### config.mk
export PLATFORM = sky130hd
export DESIGN_NAME = pipelined_prefix_adder_flat
export DESIGN_NICKNAME = d
export VERILOG_FILES = /design/src/rtl/prefix_adder_pkg.sv /design/src/rtl/pipelined_prefix_adder_if.sv /design/src/rtl/prefix_node.sv /design/src/rtl/pipelined_prefix_adder.sv /design/src/flat_wrapper.sv
export SDC_FILE = /design/constraint.sdc
export NUM_CORES = 1
export LEC_CHECK = 0
export CORE_MARGIN = 1
export CORE_UTILIZATION = 40
export DETAILED_ROUTE_END_ITERATION = 8
export PLACE_DENSITY = 0.68
export SLEW_MARGIN = 20
export SYNTH_ARGS = -nofsm -noshare
export SYNTH_HDL_FRONTEND = slang
export SYNTH_SLANG_ARGS = --single-unit
export TNS_END_PERCENT = 30
### constraint.sdc
create_clock -name clk -period 4.71 [get_ports clk]
set_input_delay 0.7065 -clock clk [delete_from_list [all_inputs] [get_ports clk]]
set_output_delay 0.7065 -clock clk [all_outputs]
set_load 0.02 [all_outputs]
### src/rtl/prefix_adder_pkg.sv
// Shared constants for the pipelined Kogge-Stone adder.
//   OP_ADD / OP_SUB : encoding of the op input
//   level_span()    : distance between the two inputs of a black cell at prefix level k
package prefix_adder_pkg;

  localparam logic OP_ADD = 1'b0;
  localparam logic OP_SUB = 1'b1;

  // Level k (1-based) combines bit j with bit j - 2^(k-1).
  function automatic int level_span(input int level);
    return 1 << (level - 1);
  endfunction

endpackage

### src/rtl/pipelined_prefix_adder_if.sv
// Operand/result handshake bundle for pipelined_prefix_adder.
//   master : drives operands (in_valid, x, y, c_in, op) and out_ready
//   slave  : the adder; drives in_ready and the result beat (out_valid, sum, c_out, ovf)
interface pipelined_prefix_adder_if #(
  parameter int WIDTH = 8
) ();

  logic             in_valid;
  logic             in_ready;
  logic [WIDTH-1:0] x;
  logic [WIDTH-1:0] y;
  logic             c_in;
  logic             op;
  logic             out_valid;
  logic             out_ready;
  logic [WIDTH-1:0] sum;
  logic             c_out;
  logic             ovf;

  modport master (
    output in_valid, x, y, c_in, op, out_ready,
    input  in_ready, out_valid, sum, c_out, ovf
  );

  modport slave (
    input  in_valid, x, y, c_in, op, out_ready,
    output in_ready, out_valid, sum, c_out, ovf
  );

endinterface

### src/rtl/prefix_node.sv
// Kogge-Stone black cell: merges a high group (gh, ph) with the adjacent low group (gl, pl).
//   g = gh | ph & gl,  p = ph & pl
module prefix_node (
  input  logic gh,
  input  logic ph,
  input  logic gl,
  input  logic pl,
  output logic g,
  output logic p
);

  assign g = gh | (ph & gl);
  assign p = ph & pl;

endmodule

### src/rtl/pipelined_prefix_adder.sv
// Pipelined Kogge-Stone adder/subtractor with valid/ready flow control.
//   clk, rst_n : clock, asynchronous active-low reset
//   bus        : slave side of pipelined_prefix_adder_if (operands in, result out)
// Pipeline: stage 0 (gen/prop), stages 1..LEVELS (one prefix level each),
// output stage (sum/c_out/ovf). Latency LEVELS+2 cycles, one beat per cycle.
module pipelined_prefix_adder
  import prefix_adder_pkg::*;
#(
  parameter int WIDTH  = 8,
  parameter int LEVELS = $clog2(WIDTH)
) (
  input  logic                   clk,
  input  logic                   rst_n,
  pipelined_prefix_adder_if.slave bus
);

  localparam int LAST = LEVELS + 1;

  logic [LAST:0]    vld_q;
  logic [LAST:0]    adv;
  logic             accept;

  logic [WIDTH-1:0] g_q    [0:LEVELS];
  logic [WIDTH-1:0] p_q    [0:LEVELS];
  logic [WIDTH-1:0] prop_q [0:LEVELS];
  logic             cin_q  [0:LEVELS];

  logic [WIDTH-1:0] g_nx [1:LEVELS];
  logic [WIDTH-1:0] p_nx [1:LEVELS];

  logic [WIDTH-1:0] y_eff;
  logic [WIDTH-1:0] gen0;
  logic [WIDTH-1:0] prop0;
  logic             cin0;

  logic [WIDTH-1:0] carries;
  logic [WIDTH-1:0] sum_q;
  logic             cout_q;
  logic             ovf_q;

  // A stage may advance when any stage from it to the output has a hole,
  // or the output is being drained; walking from the output down gives
  // the "successor empty or advancing" chain without a combinational loop.
  always_comb begin : advance_chain
    logic room;
    adv  = '0;
    room = bus.out_ready;
    for (int k = LAST; k >= 0; k--) begin
      room   = room | ~vld_q[k];
      adv[k] = room;
    end
  end

  assign bus.in_ready = rst_n & adv[0];
  assign accept       = bus.in_valid & bus.in_ready;

  // The carry-in is the generate of a virtual bit -1 (its propagate is 0),
  // so merging it into bit 0 here lets LEVELS levels cover all WIDTH bits.
  always_comb begin
    y_eff   = (bus.op == OP_ADD) ? bus.y : ~bus.y;
    cin0    = (bus.op == OP_SUB) ? 1'b1 : bus.c_in;
    prop0   = bus.x ^ y_eff;
    gen0    = bus.x & y_eff;
    gen0[0] = gen0[0] | (prop0[0] & cin0);
  end

  for (genvar k = 1; k <= LEVELS; k++) begin : g_level
    localparam int SPAN = level_span(k);
    for (genvar j = 0; j < WIDTH; j++) begin : g_bit
      if (j >= SPAN) begin : g_node
        prefix_node u_node (
          .gh (g_q[k-1][j]),
          .ph (p_q[k-1][j]),
          .gl (g_q[k-1][j-SPAN]),
          .pl (p_q[k-1][j-SPAN]),
          .g  (g_nx[k][j]),
          .p  (p_nx[k][j])
        );
      end else begin : g_pass
        assign g_nx[k][j] = g_q[k-1][j];
        assign p_nx[k][j] = p_q[k-1][j];
      end
    end
  end

  // Datapath registers carry no reset; only the valid bits qualify them.
  always_ff @(posedge clk) begin
    if (adv[0]) begin
      g_q[0]    <= gen0;
      p_q[0]    <= prop0;
      prop_q[0] <= prop0;
      cin_q[0]  <= cin0;
    end
    for (int k = 1; k <= LEVELS; k++) begin
      if (adv[k]) begin
        g_q[k]    <= g_nx[k];
        p_q[k]    <= p_nx[k];
        prop_q[k] <= prop_q[k-1];
        cin_q[k]  <= cin_q[k-1];
      end
    end
  end

  // After the last level g_q[LEVELS][i] is the carry out of bit i.
  assign carries = {g_q[LEVELS][WIDTH-2:0], cin_q[LEVELS]};

  always_ff @(posedge clk or negedge rst_n) begin
    if (!rst_n) begin
      vld_q  <= '0;
      sum_q  <= '0;
      cout_q <= 1'b0;
      ovf_q  <= 1'b0;
    end else begin
      if (adv[0]) begin
        vld_q[0] <= accept;
      end
      for (int k = 1; k <= LAST; k++) begin
        if (adv[k]) begin
          vld_q[k] <= vld_q[k-1];
        end
      end
      if (adv[LAST] && vld_q[LEVELS]) begin
        sum_q  <= prop_q[LEVELS] ^ carries;
        cout_q <= g_q[LEVELS][WIDTH-1];
        ovf_q  <= carries[WIDTH-1] ^ g_q[LEVELS][WIDTH-1];
      end
    end
  end

  assign bus.out_valid = vld_q[LAST];
  assign bus.sum       = sum_q;
  assign bus.c_out     = cout_q;
  assign bus.ovf       = ovf_q;

endmodule

### src/flat_wrapper.sv
// flat-port wrapper written by rule: the top's interface ports become plain ports
module pipelined_prefix_adder_flat import prefix_adder_pkg::*;
#(
  parameter int WIDTH  = 8,
  parameter int LEVELS = $clog2(WIDTH)
)
  (clk, rst_n, bus_in_valid, bus_x, bus_y, bus_c_in, bus_op, bus_out_ready, bus_in_ready, bus_out_valid, bus_sum, bus_c_out, bus_ovf);
  pipelined_prefix_adder_if #(.WIDTH(WIDTH)) bus_i ();
  input  logic clk;
  input  logic rst_n;
  input wire logic [$bits(bus_i.in_valid)-1:0] bus_in_valid;
  input wire logic [$bits(bus_i.x)-1:0] bus_x;
  input wire logic [$bits(bus_i.y)-1:0] bus_y;
  input wire logic [$bits(bus_i.c_in)-1:0] bus_c_in;
  input wire logic [$bits(bus_i.op)-1:0] bus_op;
  input wire logic [$bits(bus_i.out_ready)-1:0] bus_out_ready;
  output wire logic [$bits(bus_i.in_ready)-1:0] bus_in_ready;
  output wire logic [$bits(bus_i.out_valid)-1:0] bus_out_valid;
  output wire logic [$bits(bus_i.sum)-1:0] bus_sum;
  output wire logic [$bits(bus_i.c_out)-1:0] bus_c_out;
  output wire logic [$bits(bus_i.ovf)-1:0] bus_ovf;
  assign bus_i.in_valid = bus_in_valid;
  assign bus_i.x = bus_x;
  assign bus_i.y = bus_y;
  assign bus_i.c_in = bus_c_in;
  assign bus_i.op = bus_op;
  assign bus_i.out_ready = bus_out_ready;
  assign bus_in_ready = bus_i.in_ready;
  assign bus_out_valid = bus_i.out_valid;
  assign bus_sum = bus_i.sum;
  assign bus_c_out = bus_i.c_out;
  assign bus_ovf = bus_i.ovf;
  pipelined_prefix_adder #(.WIDTH(WIDTH), .LEVELS(LEVELS)) u_core (.clk(clk), .rst_n(rst_n), .bus(bus_i));
endmodule
; Yosys cells after proc, flatten, opt, wreduce, memory -nomap -nowiden
; Memories as Yosys holds them, arrays and structs flattened.
; Index checks and enable logic that the tools add are counted.
[word_totals]
reg_bits = 15
mem_bits_rw = 100
input_bits = 22
output_inout_bits = 12
wordCells = 93
n_memories = 4
[op_classes]
muxes = 10
bitwise_logic = 70
n_reduce_logical = 1
[memory_table]
columns = name, words, word_bits, read_ports, rd_clocked_by_memory_dff, wr, line_no
row1 = u_core.g_q, 4, 8, 4, 0, 4, pipelined_prefix_adder.sv:23  ; logic [WIDTH-1:0] g_q [0:LEVELS];
row2 = u_core.p_q, 4, 8, 3, 0, 4, pipelined_prefix_adder.sv:24  ; logic [WIDTH-1:0] p_q [0:LEVELS];
row3 = u_core.prop_q, 4, 8, 4, 0, 4, pipelined_prefix_adder.sv:25  ; logic [WIDTH-1:0] prop_q [0:LEVELS];
row4 = u_core.cin_q, 4, 1, 4, 0, 4, pipelined_prefix_adder.sv:26  ; logic cin_q [0:LEVELS];
[op_table]
columns = op, n
row1 = $and 1x1->1, 37
row2 = $or 1x1->1, 23
row3 = $xor 8x8->8, 2
row4 = $mux 1, 9
row5 = $and 8x8->8, 1
row6 = $mux 8, 1
row7 = $not 8->8, 1
row8 = $not 1->1, 5
row9 = $logic_and 1x1->1, 1
row10 = $xor 1x1->1, 1

; Longest topological paths before layout
[logic_depth]
word_depth = 8
ltp_mapped = 4
mapped_depth_nobuf = 3

; Hierarchy
; A second synthesis with hierarchy kept.
[hier_totals]
cells_unflattened = 183
hier_area_um2 = 3588.4
[by_module_without_submodules]
columns = mod, n_inst, cells_per_inst, area_each_um2, seq_area_each_um2
row1 = pipelined_prefix_adder, 1, 149, 3333.2, 2837.7
row2 = prefix_node, 17, 2, 15.0, 0.0

; Least setup slack after synthesis
; Ideal clock, no wire load.
[synth_path]
path_kind = input port to output port
startpoint = in bus_out_ready
endpoint = out bus_in_ready
t_arrival_ps = 1552
required_time_ps = 4003
path_slack_ps = 2452
path_stages = 3
path_buffers = 0
path_cell_list = and3b_4 nand4_4 and2_4
[synth_via]
elab_chain_len = 6
[synth_lines]
columns = item, line_no
row1 = start: declaration, flat_wrapper.sv:16  ; input wire logic [$bits(bus_i.out_ready)-1:0] bus_out_ready;
row2 = $or 1x1->1 (5 in a row), pipelined_prefix_adder.sv:49  ; room = room | ~vld_q[k];
row3 = via u_core.adv[0], pipelined_prefix_adder.sv:20  ; logic [LAST:0] adv;
row4 = $and 1x1->1, pipelined_prefix_adder.sv:54  ; assign bus.in_ready = rst_n & adv[0];
row5 = end: declaration, flat_wrapper.sv:17  ; output wire logic [$bits(bus_i.in_ready)-1:0] bus_in_ready;
; The timed path passes the listed nets, and every way through them passes these cells.

; Worst setup path after layout
; Ends and elaborated chain as after synthesis.

==> impl_results.md <==
- Status: completed
- EDFF count, synth: 78
- Clock sink total: 93
- Initial antenna violation count: 0
- Ys async rst share: 16.13%
- Slowest cell delay on critical path: 0.54 ns
- CTS resizes: 0
- Crit path from: bus_out_ready
- CTS root buffer: clkbuf_8
- Core ar.: 8217 um^2
- Yosys top cell by area: edfxtp_1
- Synth top cells by count: 78 x edfxtp_1, 18 x a21o_1, 17 x xor2_1
- Grt total ovfl: 0
- Final estimated routing congestion in global placement: 0.6987
- Final Hold Vio Count: 0
- Clk slew on worst S/H paths: 0.08 ns
- Critical path buffer and inverter count: 2
- Die H: 94.19 um
- Comb pwr share: 14.3%
- Ant diodes: 0
- Crit path launch type: input pin
- Synth Flop Type: edfxtp_1
- Boundary Pins: 34
- Setup TNS: 0 ns
- Synth Cell Area: 3400 um^2
- Fin crit share: 69.99%
- WL final: 3817 um
- Vias in the first global route: 1419
- Syn-to-layout area delta: 19.84%
- Part of the Yosys area used for sequential elements: 79.94%
- Worst setup endpoint: bus_in_ready
- P_int: 1.528 mW
- Syn nets: 202
- CP Cell Sequence: clkdlybuf4s50_1, and3b_4, nand4_4, and2_4, clkdlybuf4s50_1
- Cells after Synth: 172
- Worst r2r src: u_core.vld_q[4]
- Avg Inst Size Synth: 19.76 um^2
- Final min period: 3.297 ns
- DIE AREA: 8872 um^2
- Initial Util: 41.37%
- Synth warn: 0
- Switching Share: 22.61%
- Dominant cells by area after synthesis: edfxtp_1 69%, dfrtp_1 11%, xor2_1 4.4%
- Max-Cap Viols: 0
- Worst reg-to-reg setup slack: 3.06 ns
- Critical path's slowest cell: clkdlybuf4s50_1
- Die Span X: 94.19 um
- CTS buffer count: 9
- Worst setup EP type: output pin
- Maximum VDD drop: 166.5 uV
- CP Max Fanout: 19
- Drt pass-1 iters: 4
- Highest Clock Rate: 0.3033 GHz
- Hold slack: 0.4175 ns
- Site Rows: 33
- Part of the power in registers: 57.4%
- Post-DP Area: 3854 um^2
- Post-route ant nets: 0
- LEAKAGE: 1.661 nW
- Pwr per Cell Area: 484.6 nW/um^2
- Net switching power: 0.4464 mW
- Worst-Margin Slew: 0.8448 ns
- # DRC: 0
- Port Buf Inserts: 33
- DRT iter0 DRCs: 15
- Worst hold path type: flop to flop
- Finished Cell Area: 4074 um^2
- Skew final: 0.01115 ns
- RSZ-0062 raised after global routing: false
- Largest net degree at the start of global routing: 25
- R2R cell count: 2
- Endpoints failing setup: 0
- Drt via density: 4.514
- H-tree levels: 3
- Post-synth top area share: 68.90%
- Wire per inst: 11.74 um
- Worst Path Class, Setup: input pin to output pin
- R2R Path End: u_core.prop_q[2][7]
- Vias: 1467
- Clk pwr share: 28.3%
- GRT Total Usage: 10.53%
- Worst path most repeated cell: clkdlybuf4s50_1
- WHS Path Cells: 0
- Pins Over Slew Limit: 0
- First-pass GRT wire length: 6741 um
- Layout cells sized above 1: 14.09%
- Longest Clk Path Bufs: 2
- Number of setup buffers added after CTS: 0
- Family with the most delay on the worst path: buffers and inverters
- Latest clock arrival within the worst-skew pair: 0.35 ns
- Stages on worst setup path: 5
- Netlist cell types: 20
- CTS Hold Buffers Added: 0
- Util after Layout: 49.58%
- Worst Path Required: 4.00 ns
- WP data arrival: 2.59 ns
- NumNets Final: 245
- Top-count cell post-synth: edfxtp_1
- Post-DP HPWL: 2645 um
- Yosys reg bits: 93
- Slew headroom: 43.54%
- CTS tree: built
## worst reg2reg max path, stage by stage (launching register included)
cell	delay (ns)
dfrtp_1	0.43
and3b_4	0.22
nand2_1	0.63
## metal layers
layer  part of all wire [%]  routed length [um]  up-vias  GRT usage, %
li1                       -                   -      722             -
met1                     44                1692      697         12.93
met2                     48                1817       40         15.34
met3                    5.1                 193        8         4.369
met4                    3.0                 114        0         6.538
met5                      0                   0        -             0
## sequential cells by signal, summed over array words and instances, names as in the netlist
name	flops
u_core.g_q	32
u_core.prop_q	32
u_core.p_q	10
u_core.bus.sum	8
u_core.vld_q	5
u_core.cin_q	4
u_core.bus.c_out	1
u_core.bus.ovf	1
## cell usage in the layout (no fill, tap or decap)
cell type and count:
nand2_2 1, mux2_2 10, or2_2 1, clkbuf_8 9, nand2_1 3, bufinv_16 2, xor2_1 17, nand3_2 1
or2b_1 1, a21o_1 18, ha_1 8, clkdlybuf4s50_1 33, edfxtp_1 78, and2_1 10, clkinvlp_4 2, and3b_4 1
nand4_4 1, or2_1 1, nand2b_1 2, clkbuf_1 2, dfrtp_1 15, nand2b_4 1, and2_4 1, inv_6 1
inv_1 1
## cell families (layout without fill, tap and decap cells)
kind of cell             after synthesis  in the layout  synth area share, %
multiplexers                          10             10                3.313
flip-flops                            93             93                79.94
AND/OR/NAND/NOR                       24             24                5.116
XOR/XNOR                              17             17                4.380
adder cells (fa/ha/maj)                8              8                2.945
buffers and inverters                  2             50               0.3312
AO/OA/AOI/OAI                         18             18                3.975
## power groups by stage
stage	logic (mW)	registers (mW)	clock network, mW
global placement	0.281	1.15	0
CTS	0.286	1.14	0.576
detailed placement	0.284	1.16	0
finish	0.282	1.13	0.559
floorplan	0.104	1.19	0
global route	0.308	1.15	0.609
## through the flow
step / std cells / worst slack, ns / power [mW]
2_1_floorplan: 172 / 2.452 / 1.293
3_3_place_gp: 309 / 1.436 / 1.429
3_5_place_dp: 309 / 1.393 / 1.440
4_1_cts: 325 / 1.378 / 1.999
5_1_grt: 325 / 1.287 / 2.071
6_report: 325 / 1.413 / 1.974
## cell type report
class	instances	area, um^2
clock buffers	11	131.4
clock inverters	5	83.83
well taps	105	131.4
repair buffers	33	330.3
multi-input cells	77	675.6
inverters	1	3.754
fillers	671	4143
flip-flops and latches	93	2718
## worst min path at each step
stage / from / endpoint / slack (ns)
finish: u_core.prop_q[2][5] / u_core.prop_q[3][5] / 0.42
global route: u_core.prop_q[2][5] / u_core.prop_q[3][5] / 0.42
CTS: u_core.prop_q[2][5] / u_core.prop_q[3][5] / 0.42
detailed placement: u_core.prop_q[2][4] / u_core.prop_q[3][4] / 0.41
global placement: u_core.prop_q[2][1] / u_core.prop_q[3][1] / 0.40
floorplan: u_core.cin_q[0] / u_core.cin_q[1] / 0.40
Power figures use the tool's default switching activity.
